### src/rtl/mem_stage_sram_ctrl.sv
// Memory stage: 32-bit word loads/stores over a 16-bit SRAM,
// split into low/high half-word phases with programmable wait states.
module mem_stage_sram_ctrl #(
   parameter int unsigned WAIT_CYCLES = 1,
   parameter int unsigned ADDR_BASE   = 1024,
   parameter int unsigned SRAM_AW     = 18
) (
   input  logic               clk,
   input  logic               rst,
   input  logic               mem_read,
   input  logic               mem_write,
   input  logic [31:0]        address,
   input  logic [31:0]        write_data,
   output logic [31:0]        read_data,
   output logic               ready,
   output logic [SRAM_AW-1:0] sram_addr,
   output logic [15:0]        sram_dq_out,
   input  logic [15:0]        sram_dq_in,
   output logic               sram_dq_oe,
   output logic               sram_we_n,
   output logic               sram_oe_n
);

   typedef enum logic [1:0] {IDLE, LO, HI, DONE} state_e;

   state_e             state_q, state_d;
   logic [3:0]         cnt_q, cnt_d;
   logic               wr_q, wr_d;
   logic [SRAM_AW-2:0] widx_q, widx_d;
   logic [31:0]        wdata_q, wdata_d;
   logic [31:0]        rdata_q, rdata_d;
   logic [31:0]        offs;
   logic               req;
   logic               last;
   logic               unused_offs;

   assign req  = mem_read | mem_write;
   assign offs = address - 32'(ADDR_BASE);
   assign last = (cnt_q == 4'(WAIT_CYCLES));
   assign read_data = rdata_q;

   // Byte offset bits and high bits beyond the SRAM window are dropped.
   assign unused_offs = ^{offs[1:0], offs[31:SRAM_AW+1]};

   always_comb begin
      state_d     = state_q;
      cnt_d       = cnt_q;
      wr_d        = wr_q;
      widx_d      = widx_q;
      wdata_d     = wdata_q;
      rdata_d     = rdata_q;
      ready       = 1'b0;
      sram_addr   = '0;
      sram_dq_out = '0;
      sram_dq_oe  = 1'b0;
      sram_we_n   = 1'b1;
      sram_oe_n   = 1'b1;
      unique case (state_q)
         IDLE: begin
            ready = ~req;
            if (req) begin
               wr_d    = mem_write;
               widx_d  = offs[SRAM_AW:2];
               wdata_d = write_data;
               cnt_d   = '0;
               state_d = LO;
            end
         end
         LO: begin
            sram_addr = {widx_q, 1'b0};
            if (wr_q) begin
               sram_dq_oe  = 1'b1;
               sram_dq_out = wdata_q[15:0];
               sram_we_n   = ~last;
            end else begin
               sram_oe_n = 1'b0;
               if (last) rdata_d[15:0] = sram_dq_in;
            end
            if (last) begin
               cnt_d   = '0;
               state_d = HI;
            end else begin
               cnt_d = cnt_q + 4'd1;
            end
         end
         HI: begin
            sram_addr = {widx_q, 1'b1};
            if (wr_q) begin
               sram_dq_oe  = 1'b1;
               sram_dq_out = wdata_q[31:16];
               sram_we_n   = ~last;
            end else begin
               sram_oe_n = 1'b0;
               if (last) rdata_d[31:16] = sram_dq_in;
            end
            if (last) begin
               cnt_d   = '0;
               state_d = DONE;
            end else begin
               cnt_d = cnt_q + 4'd1;
            end
         end
         DONE: begin
            ready   = 1'b1;
            state_d = IDLE;
         end
         default: state_d = IDLE;
      endcase
   end

   always_ff @(posedge clk or negedge rst) begin
      if (!rst) begin
         state_q <= IDLE;
         cnt_q   <= '0;
         wr_q    <= 1'b0;
         widx_q  <= '0;
         wdata_q <= '0;
         rdata_q <= '0;
      end else begin
         state_q <= state_d;
         cnt_q   <= cnt_d;
         wr_q    <= wr_d;
         widx_q  <= widx_d;
         wdata_q <= wdata_d;
         rdata_q <= rdata_d;
      end
   end

endmodule

### config.mk
export PLATFORM = sky130hd
export DESIGN_NAME = mem_stage_sram_ctrl
export DESIGN_NICKNAME = d
export VERILOG_FILES = /design/src/rtl/mem_stage_sram_ctrl.sv
export SDC_FILE = /design/constraint.sdc
export NUM_CORES = 1
export LEC_CHECK = 0
export BUFFER_PORTS_ARGS = -buffer_cell sky130_fd_sc_hd__clkbuf_2
export CAP_MARGIN = 20
export CELL_PAD_IN_SITES_DETAIL_PLACEMENT = 1
export CELL_PAD_IN_SITES_GLOBAL_PLACEMENT = 1
export CORE_ASPECT_RATIO = 1.2
export CORE_UTILIZATION = 36
export CTS_BUF_LIST = sky130_fd_sc_hd__clkbuf_8 sky130_fd_sc_hd__clkbuf_16
export CTS_CLUSTER_DIAMETER = 40
export DETAILED_ROUTE_END_ITERATION = 16
export PLACE_DENSITY = 0.83
export SETUP_SLACK_MARGIN = 0.1
export SLEW_MARGIN = 15
export SYNTH_ARGS = -nofsm -noshare
export SYNTH_HDL_FRONTEND = slang
export SYNTH_SLANG_ARGS = --single-unit
export TNS_END_PERCENT = 100
### constraint.sdc
create_clock -name clk -period 2.1 [get_ports clk]
set_clock_uncertainty 0.1 [all_clocks]
set_input_delay 0 -clock clk [delete_from_list [all_inputs] [get_ports clk]]
set_output_delay 0 -clock clk [all_outputs]
set_load 0.005 [all_outputs]
==> run metrics <==
Die Area=11400 sq um; sequential cell fraction of total power=36.6%; number of setup violations in the final report=0; Critical Path Fanout Max=19; number of top-level design ports=154; timing-limited maximum frequency=between 0.5 and 0.6 GHz; hold slack=0.100 ns; worst setup slack before clock tree synthesis=0.0716 ns; setup TNS after final layout=0 ns; Die Wd=between 90 and 100 um; clock latency on the worst-skew pair=0.33 ns; H-tree levels=3; unrepaired setup endpoints after global routing=true; die height=117 um; pwr/cell area=1420 nW/um^2; EDFF count, synth=0; cell-internal power=approximately 5200 uW; arrival time at the worst endpoint=2.04 ns; number of max-slew violations in the final report=0; run status=finished, final reports clean; post-route ant nets=0; CTS tree=done; Final Cycle Share=91.9%; r2r worst-path depth=5; Antenna Cells=0; Avg Vias per Cell=5.00; Leak Pwr=0.00298 uW; area delta synth->final=50.3%; Bufs on Longest Clock Path=2; cell with the most instances after synthesis=nand2_1; Post-Route Utilization=56.0%; final instance count without filler cells=740; fraction of synthesized cell area taken by the top area cell type=55.9%; measured slew at the worst slew-check pin=between 0.6 and 0.7 ns; number of hold-slack violations in the final timing report=0; count of filler cells inserted in the layout=about 1.2k; dominant cell type by area after synthesis=dfrtp_1; routability congestion estimate from global placement=about 0.73; net count after synthesis=484; Crit Path Category=register to register; final worst slack=around 0.17 ns; Syn. warnings=0; cell area after synthesis=just under 4000 sq um; Avg Inst Size Synth=10.1 sq um; synth top area cells=dfrtp_1 56%, nand2_1 12%, mux2_2 9.4%, a22oi_1 3.0%, and2_1 2.9%; WL final=13300 um; part of the Yosys area used for sequential elements=55.9%; top post-synthesis cells by count=129 x nand2_1, 88 x dfrtp_1, 33 x mux2_2; total via count in the routed design=approximately 3.7k; total iterations of the first detailed-routing run=6; clock slew at the register clock pins of the worst setup and hold paths=0.06 ns; clock sink count=between 80 and 90; GRT overflow=0; 1st-iter DRT viols=108; Hold Crit Class=primary input to async pin; HPWL after DPL=7750 um; number of global-route vias before repair=4033; detailed-route wire length per cell=18.0 um; # rows=41; worst path required time=between 2 and 2.5 ns; combinational power share=43.6%; flip-flop and latch count after synthesis=88; largest net degree at the start of global routing=40; starting density of the core=37.3%; CTS Buf Count=9; # nets final=698; P_sw=3150 uW; worst-case headroom to the max-slew limit=54.5%; fraction of synthesis flops using an asynchronous set or reset pin=between 90% and 100%; fraction of layout cells with a size suffix above 1=35.4%; antenna violations before repair=0; Worst Setup Start Kind=register; min cycle time layout=1.93 ns; clock network fraction of design power=between 10% and 20%; cell count after synthesis=392; CORE AREA=10600 sq um; count of distinct cell types in the synthesized netlist=34; max cap viols=0; Primary FF master, synth=dfrtp_1; maximum VDD drop=0.496 mV; GR Util All Layers=24.3%; wire length of the first global-routing pass=21100 um; placed cell count=651; Port-buffer cells=138; Net Sw Frac=37.6%; critical path endpoint category=register; CTS root buffer=clkbuf_16; residual DRC count=0
-- layer usage --
layer	global-route usage [%]	vias up	share of wire, %
li1	-	1733	-
met1	26.1	1826	39
met2	46.8	120	55
met3	4.61	19	4.2
met4	10.4	0	2.2
met5	0	-	0
-- critical path, stage by stage (launching register included) --
cell     delay [ns]
dfrtp_1        0.40
inv_2          0.10
ha_1           0.18
buf_4          0.30
nand2_2        0.33
mux2_2         0.38
-- area by class of cell --
cell class	instances	area [sq um]	share of cell area, %
well taps	129	161	2.73
clock inverters	5	55.1	0.930
repair buffers	222	1540	26.0
inverters	6	22.5	0.380
flip-flops and latches	88	2200	37.2
clock buffers	11	253	4.27
multi-input cells	279	1690	28.5
-- layout by cell type (no fill, tap or decap), drive strengths merged, types with 3 or more instances in the layout --
master,instances
a22oi,16
a31oi,5
and2,18
buf,17
clkbuf,148
dfrtp,88
dlygate4sd3,68
ha,8
inv,8
mux2,33
nand2,131
nand2b,3
nor2,25
nor3b,3
o21ai,12
o31ai,3
or3,3
or3b,3
or4,3
-- state kept, by name, summed over array words and instances (netlist names) --
name and count:
read_data 32, wdata_q 32, widx_q 17, cnt_q 4
state_q 2, wr_q 1
-- per-stage QoR --
step | power (uW) | instance area, sq um
after floorplan | 4870 | 3940
after global placement | 6090 | 4820
after detailed placement | 6370 | 4840
after CTS | 8200 | 5850
after global routing | 8970 | 5920
final | 8380 | 5920
-- path summary, 6_finish.rpt --
path	startpoint	endpoint	slack, ns
worst min-delay path	rst	read_data[2]	0.1
worst min register to register	wdata_q[31]	wdata_q[31]	0.38
min in group clk	mem_read	wdata_q[23]	0.15
max in group asynchronous	rst	read_data[4]	1.09
worst max-delay path	state_q[0]	read_data[20]	0.17
worst max register to register	state_q[0]	read_data[20]	0.17
-- power groups by stage --
stage / sequential (uW) / clock, uW / combinational (uW)
2_1_floorplan: 2950 / 0 / 1920
3_3_place_gp: 2980 / 0 / 3100
3_5_place_dp: 3050 / 0 / 3310
4_1_cts: 3030 / 1680 / 3490
5_1_grt: 3160 / 1750 / 4060
6_report: 3070 / 1650 / 3660
-- logic make-up after synthesis --
kind of cell,after synthesis,share of synthesized area (%)
adder cells (fa/ha/maj),8,2.54
AND/OR/NAND/NOR,194,21.9
buffers and inverters,25,2.54
AO/OA/AOI/OAI,42,7.21
XOR/XNOR,2,0.445
flip-flops,88,55.9
multiplexers,33,9.43
-- what timing repair did --
action,4_1_cts,5_1_grt
gates cloned,0,0
hold endpoints to repair,149,0
hold buffers,68,0
resized for setup,5,8
setup endpoints to repair,19,61
buffers inserted,0,5
Note: power is estimated with default switching activity, not from simulation.
